File: src/rtl/stream_matrix_writer.sv
// Streams row-major elements into a NUM_ROWS x NUM_COLS matrix write port.
// Tracks us_last against the expected element count and flags mismatches.
module stream_matrix_writer #(
    parameter int  WIDTH          = 32,
    parameter int  NUM_ROWS       = 4,
    parameter int  NUM_COLS       = 5,
    localparam int ROW_ADDR_WIDTH = $clog2(NUM_ROWS),
    localparam int COL_ADDR_WIDTH = $clog2(NUM_COLS)
) (
    input  logic                      clk,
    input  logic                      rst,
    input  logic                      start,
    input  logic [WIDTH-1:0]          us_data,
    input  logic                      us_valid,
    input  logic                      us_last,
    output logic                      us_next_data,
    output logic [ROW_ADDR_WIDTH-1:0] write_row_addr,
    output logic [COL_ADDR_WIDTH-1:0] write_col_addr,
    output logic [WIDTH-1:0]          write_data,
    output logic                      write_ready,
    output logic                      done,
    output logic                      last_error
);

    typedef enum logic [1:0] {
        IDLE    = 2'd0,
        RECEIVE = 2'd1,
        DONE    = 2'd2
    } state_t;

    localparam logic [ROW_ADDR_WIDTH-1:0] ROW_LAST = ROW_ADDR_WIDTH'(NUM_ROWS - 1);
    localparam logic [COL_ADDR_WIDTH-1:0] COL_LAST = COL_ADDR_WIDTH'(NUM_COLS - 1);

    state_t                    state_q, state_d;
    logic [ROW_ADDR_WIDTH-1:0] row_q, row_d;
    logic [COL_ADDR_WIDTH-1:0] col_q, col_d;
    logic [ROW_ADDR_WIDTH-1:0] wr_row_q, wr_row_d;
    logic [COL_ADDR_WIDTH-1:0] wr_col_q, wr_col_d;
    logic [WIDTH-1:0]          wr_data_q, wr_data_d;
    logic                      wr_valid_q, wr_valid_d;
    logic                      err_q, err_d;
    logic                      is_final;

    always_ff @(posedge clk or posedge rst) begin
        if (rst) begin
            state_q    <= IDLE;
            row_q      <= '0;
            col_q      <= '0;
            wr_row_q   <= '0;
            wr_col_q   <= '0;
            wr_data_q  <= '0;
            wr_valid_q <= 1'b0;
            err_q      <= 1'b0;
        end else begin
            state_q    <= state_d;
            row_q      <= row_d;
            col_q      <= col_d;
            wr_row_q   <= wr_row_d;
            wr_col_q   <= wr_col_d;
            wr_data_q  <= wr_data_d;
            wr_valid_q <= wr_valid_d;
            err_q      <= err_d;
        end
    end

    assign is_final = (row_q == ROW_LAST) && (col_q == COL_LAST);

    always_comb begin
        state_d    = state_q;
        row_d      = row_q;
        col_d      = col_q;
        wr_row_d   = wr_row_q;
        wr_col_d   = wr_col_q;
        wr_data_d  = wr_data_q;
        wr_valid_d = 1'b0;
        err_d      = err_q;
        unique case (state_q)
            IDLE: begin
                if (start) begin
                    state_d = RECEIVE;
                    row_d   = '0;
                    col_d   = '0;
                    err_d   = 1'b0;
                end
            end
            RECEIVE: begin
                if (us_valid) begin
                    wr_valid_d = 1'b1;
                    wr_row_d   = row_q;
                    wr_col_d   = col_q;
                    wr_data_d  = us_data;
                    if (col_q == COL_LAST) begin
                        col_d = '0;
                        row_d = row_q + 1'b1;
                    end else begin
                        col_d = col_q + 1'b1;
                    end
                    // Either the count runs out or us_last arrives early;
                    // any disagreement between the two is an error.
                    if (is_final || us_last) begin
                        state_d = DONE;
                        if (is_final != us_last) begin
                            err_d = 1'b1;
                        end
                    end
                end
            end
            DONE: begin
                state_d = IDLE;
            end
            default: begin
                state_d = IDLE;
            end
        endcase
    end

    assign us_next_data   = (state_q == RECEIVE);
    assign done           = (state_q == DONE);
    assign write_ready    = wr_valid_q;
    assign write_row_addr = wr_row_q;
    assign write_col_addr = wr_col_q;
    assign write_data     = wr_data_q;
    assign last_error     = err_q;

endmodule

File: config.mk
export PLATFORM = sky130hd
export DESIGN_NAME = stream_matrix_writer
export DESIGN_NICKNAME = d
export VERILOG_FILES = /design/src/rtl/stream_matrix_writer.sv
export SDC_FILE = /design/constraint.sdc
export NUM_CORES = 1
export LEC_CHECK = 0
export ABC_AREA = 1
export BUFFER_PORTS_ARGS = -buffer_cell sky130_fd_sc_hd__buf_4
export CELL_PAD_IN_SITES_DETAIL_PLACEMENT = 1
export CELL_PAD_IN_SITES_GLOBAL_PLACEMENT = 1
export CORE_MARGIN = 5
export CORE_UTILIZATION = 31
export CTS_CLUSTER_SIZE = 30
export DETAILED_ROUTE_END_ITERATION = 7
export GPL_ROUTABILITY_DRIVEN = 0
export GPL_TIMING_DRIVEN = 0
export PLACE_DENSITY = 0.71
export SYNTH_ARGS = -nofsm -noshare
export SYNTH_HDL_FRONTEND = slang
export SYNTH_SLANG_ARGS = --single-unit
File: constraint.sdc
create_clock -name clk -period 1.4 [get_ports clk]
set_input_delay 0.14 -clock clk [delete_from_list [all_inputs] [get_ports clk]]
set_output_delay 0.14 -clock clk [all_outputs]
set_load 0.005 [all_outputs]
==> metrics.txt <==
vias per cell=4.322; Synth Instances=221; first-pass GRT wire length=8231 µm; initial core utilization=32.25%; crit-path most repeated cell=inv_2; Critical Path AT=1710 ps; Final Critical Period=around 1500 ps; leading cell type in the layout, fill and taps excluded=nand2_1; Cell variety after synth=16; drt wl/cell=13.08 µm; startpoint type of the worst setup path=flop; # clock sinks=46; Area contributors post-synth=dfrtp_1 60%, nand2_1 25%, ha_1 2.6%; HPWL after detailed placement=~3700 µm; global routing usage on met3=under 10%; multiplexer share of the synthesized area=0%; drt pass-1 iters=4; Final Net Count=356; largest family of logic cells by synthesized area=simple AND/OR/NAND/NOR gates; Final ANT Viol Nets=0; Setup Crit Path Kind=flop to flop; Synth area leader=dfrtp_1; Yosys top cell area share=59.93%; DP Worst Slack=-190.3 ps; Slowest-stage cell, CP=dfrtp_1; Syn-to-layout area delta=46.97%; sequential cell area fraction in the yosys report=59.93%; die width=88.71 µm; Leak=1.601 nW; met1 GRT Util=between 10% and 20%; Port Buffers=77; syn nets=262; initial antenna violation count=0; GRT met2 Usage=a little over a fifth; worst vdd ir=0.001008 V; # Max-Cap Violations=0; worst path bufs/invs=3; multi-input logic area=704.4 µm²; H-tree depth=2; # IOs=78; GRT busiest layer=met2; number of global-route vias before repair=1,764; highest clock rate=659.0 MHz; setup_tns=-117.4 ps; n_diodes=0; FF+latch area=roughly 1200 µm²; Final Hold Viols=0; CP Max Fanout=2; xor and xnor area share after synthesis=0%; Compound-Gate Fraction of Synth Area=2.085%; RSZ-0062 raised after global routing=true; total power=~5.6 mW; failing checks=setup timing; Final Skew=approximately 4.7 ps; Die Ht=88.71 µm; Post-Place Cell Area=approximately 2600 µm²; routed wire length=5114 µm; drt drc=0; Worst Hold Class=primary input to flop; Clock Latency Late Sink=290 ps; TritonCTS Buffers=5; Slew Viols, Final=0; slowest cell delay on critical path=410 ps; Synth Area in Adders=2.606%; largest net degree at the start of global routing=29; layout cell share with drive strength beyond 1=between 30% and 40%; FP Rows=28; vias after detailed routing=around 1,700; Non-Filler Instances=roughly 390; Critical Path RT=1590 ps; worst hold-check slack=32.68 ps; # setup viols final=1; die area=7869 µm²; fin util=47.39%; overflow left after global routing=0; Power Dens Cells=just under 2000 nW/µm²; Fillers=711; placed instance count=374; CP top delay family=flip-flops; most frequent cells in the layout=127 x nand2_1, 85 x buf_4, 44 x dfrtp_1; Design Area, Final=between 2000 and 3000 µm²; crit share post-route=108.4%; Clock Path Buffers=2; Critical Path End Type=flop; Seq cells post-synth=46; CTS tree=yes; syn avg cell area=8.690 µm²; Slew HR=71.79%; status=finished, violations left; Ys Warns=0; simple logic cell fraction of the synthesized area=about 30%; cell area after synthesis=around 1900 µm²; Cell Chain, Critical Path=inv_2 > ha_4 > nand2_4 > inv_2 > nand2_2 > ha_4 > inv_2 > a21oi_2 > nand3_1 > nand2_1 > nand2_1; clk slew on worst S/H paths=approximately 80 ps; Iteration-0 DRC Markers=27; Root Buffer=clkbuf_8; gr usage total=13.50%; core footprint=5956 µm²; Worst-Margin Slew=422.6 ps; setup ws final=-117.4 ps
-- state kept, by name, indices dropped and copies added, names as in the netlist --
signal,cells
write_col_addr,3
write_row_addr,2
write_ready,1
last_error,1
row_q,2
col_q,3
state_q,2
write_data,32
-- metal layers --
layer  share of wire, %  up-vias
met1                 46      778
met5                  0        -
met3                5.5        9
met4                1.7        0
met2                 46       50
li1                   -      853
-- cell usage after synthesis --
library cell  number
nand4_1            1
buf_6              3
buf_2              4
nor2_8             1
nand2_4            1
ha_1               4
o21ai_0            4
o21ai_1            3
nand2_1          130
nand3_1            7
a21oi_1            1
inv_1             12
dfrtp_1           46
inv_2              1
nor2_1             2
clkinv_4           1
-- power by group --
group          internal [mW]  switching [mW]  total [mW]
logic                   1.28            1.22        2.49
clock network          0.399           0.425       0.824
registers               1.91           0.354        2.26
total                   3.58            1.99        5.58
-- tightest hold or removal path: stages --
cell	delay (ps)
buf_4	70
nand2_1	40
nand2_1	40
-- repair_timing --
item / 4_1_cts / 5_1_grt
setup endpoints to repair: 2 / 29
pin swaps: 5 / 6
hold buffers: 1 / 0
endpoints found under the hold margin: 18 / 0
resized for setup: 7 / 6
setup buffers: 6 / 2
-- cell families after synthesis --
| kind of cell | count (synthesis) |
|---|---|
| AOI/OAI and AO/OA | 8 |
| buffers and inverters | 21 |
| adders and majority gates | 4 |
| DFF | 46 |
| and+or+nand+nor | 142 |
-- final timing paths --
check / to / start / cells past startpoint / slack (ps)
min in group asynchronous: write_data[20]$_DFFE_PP0P_ / rst / 3 / 410
setup reg to reg: last_error$_DFFE_PP0P_ / col_q[0]$_DFFE_PP0P_ / 11 / -120
hold reg to reg: write_data[15]$_DFFE_PP0P_ / write_data[15]$_DFFE_PP0P_ / 2 / 480
setup / recovery: last_error$_DFFE_PP0P_ / col_q[0]$_DFFE_PP0P_ / 11 / -120
hold / removal: write_data[14]$_DFFE_PP0P_ / us_data[14] / 3 / 30
max in group asynchronous: state_q[0]$_DFFE_PP0P_ / rst / 4 / 500
-- layout make-up --
cell class | count | share of cell area, %
sequential | 46 | 40.87
multi-input combinational | 154 | 24.96
timing repair buffer | 87 | 23.67
tap | 75 | 3.324
clock buffer | 7 | 3.059
inverter | 14 | 2.039
buffer | 7 | 1.906
clock inverter | 1 | 0.1773
Power figures use the tool's default switching activity.
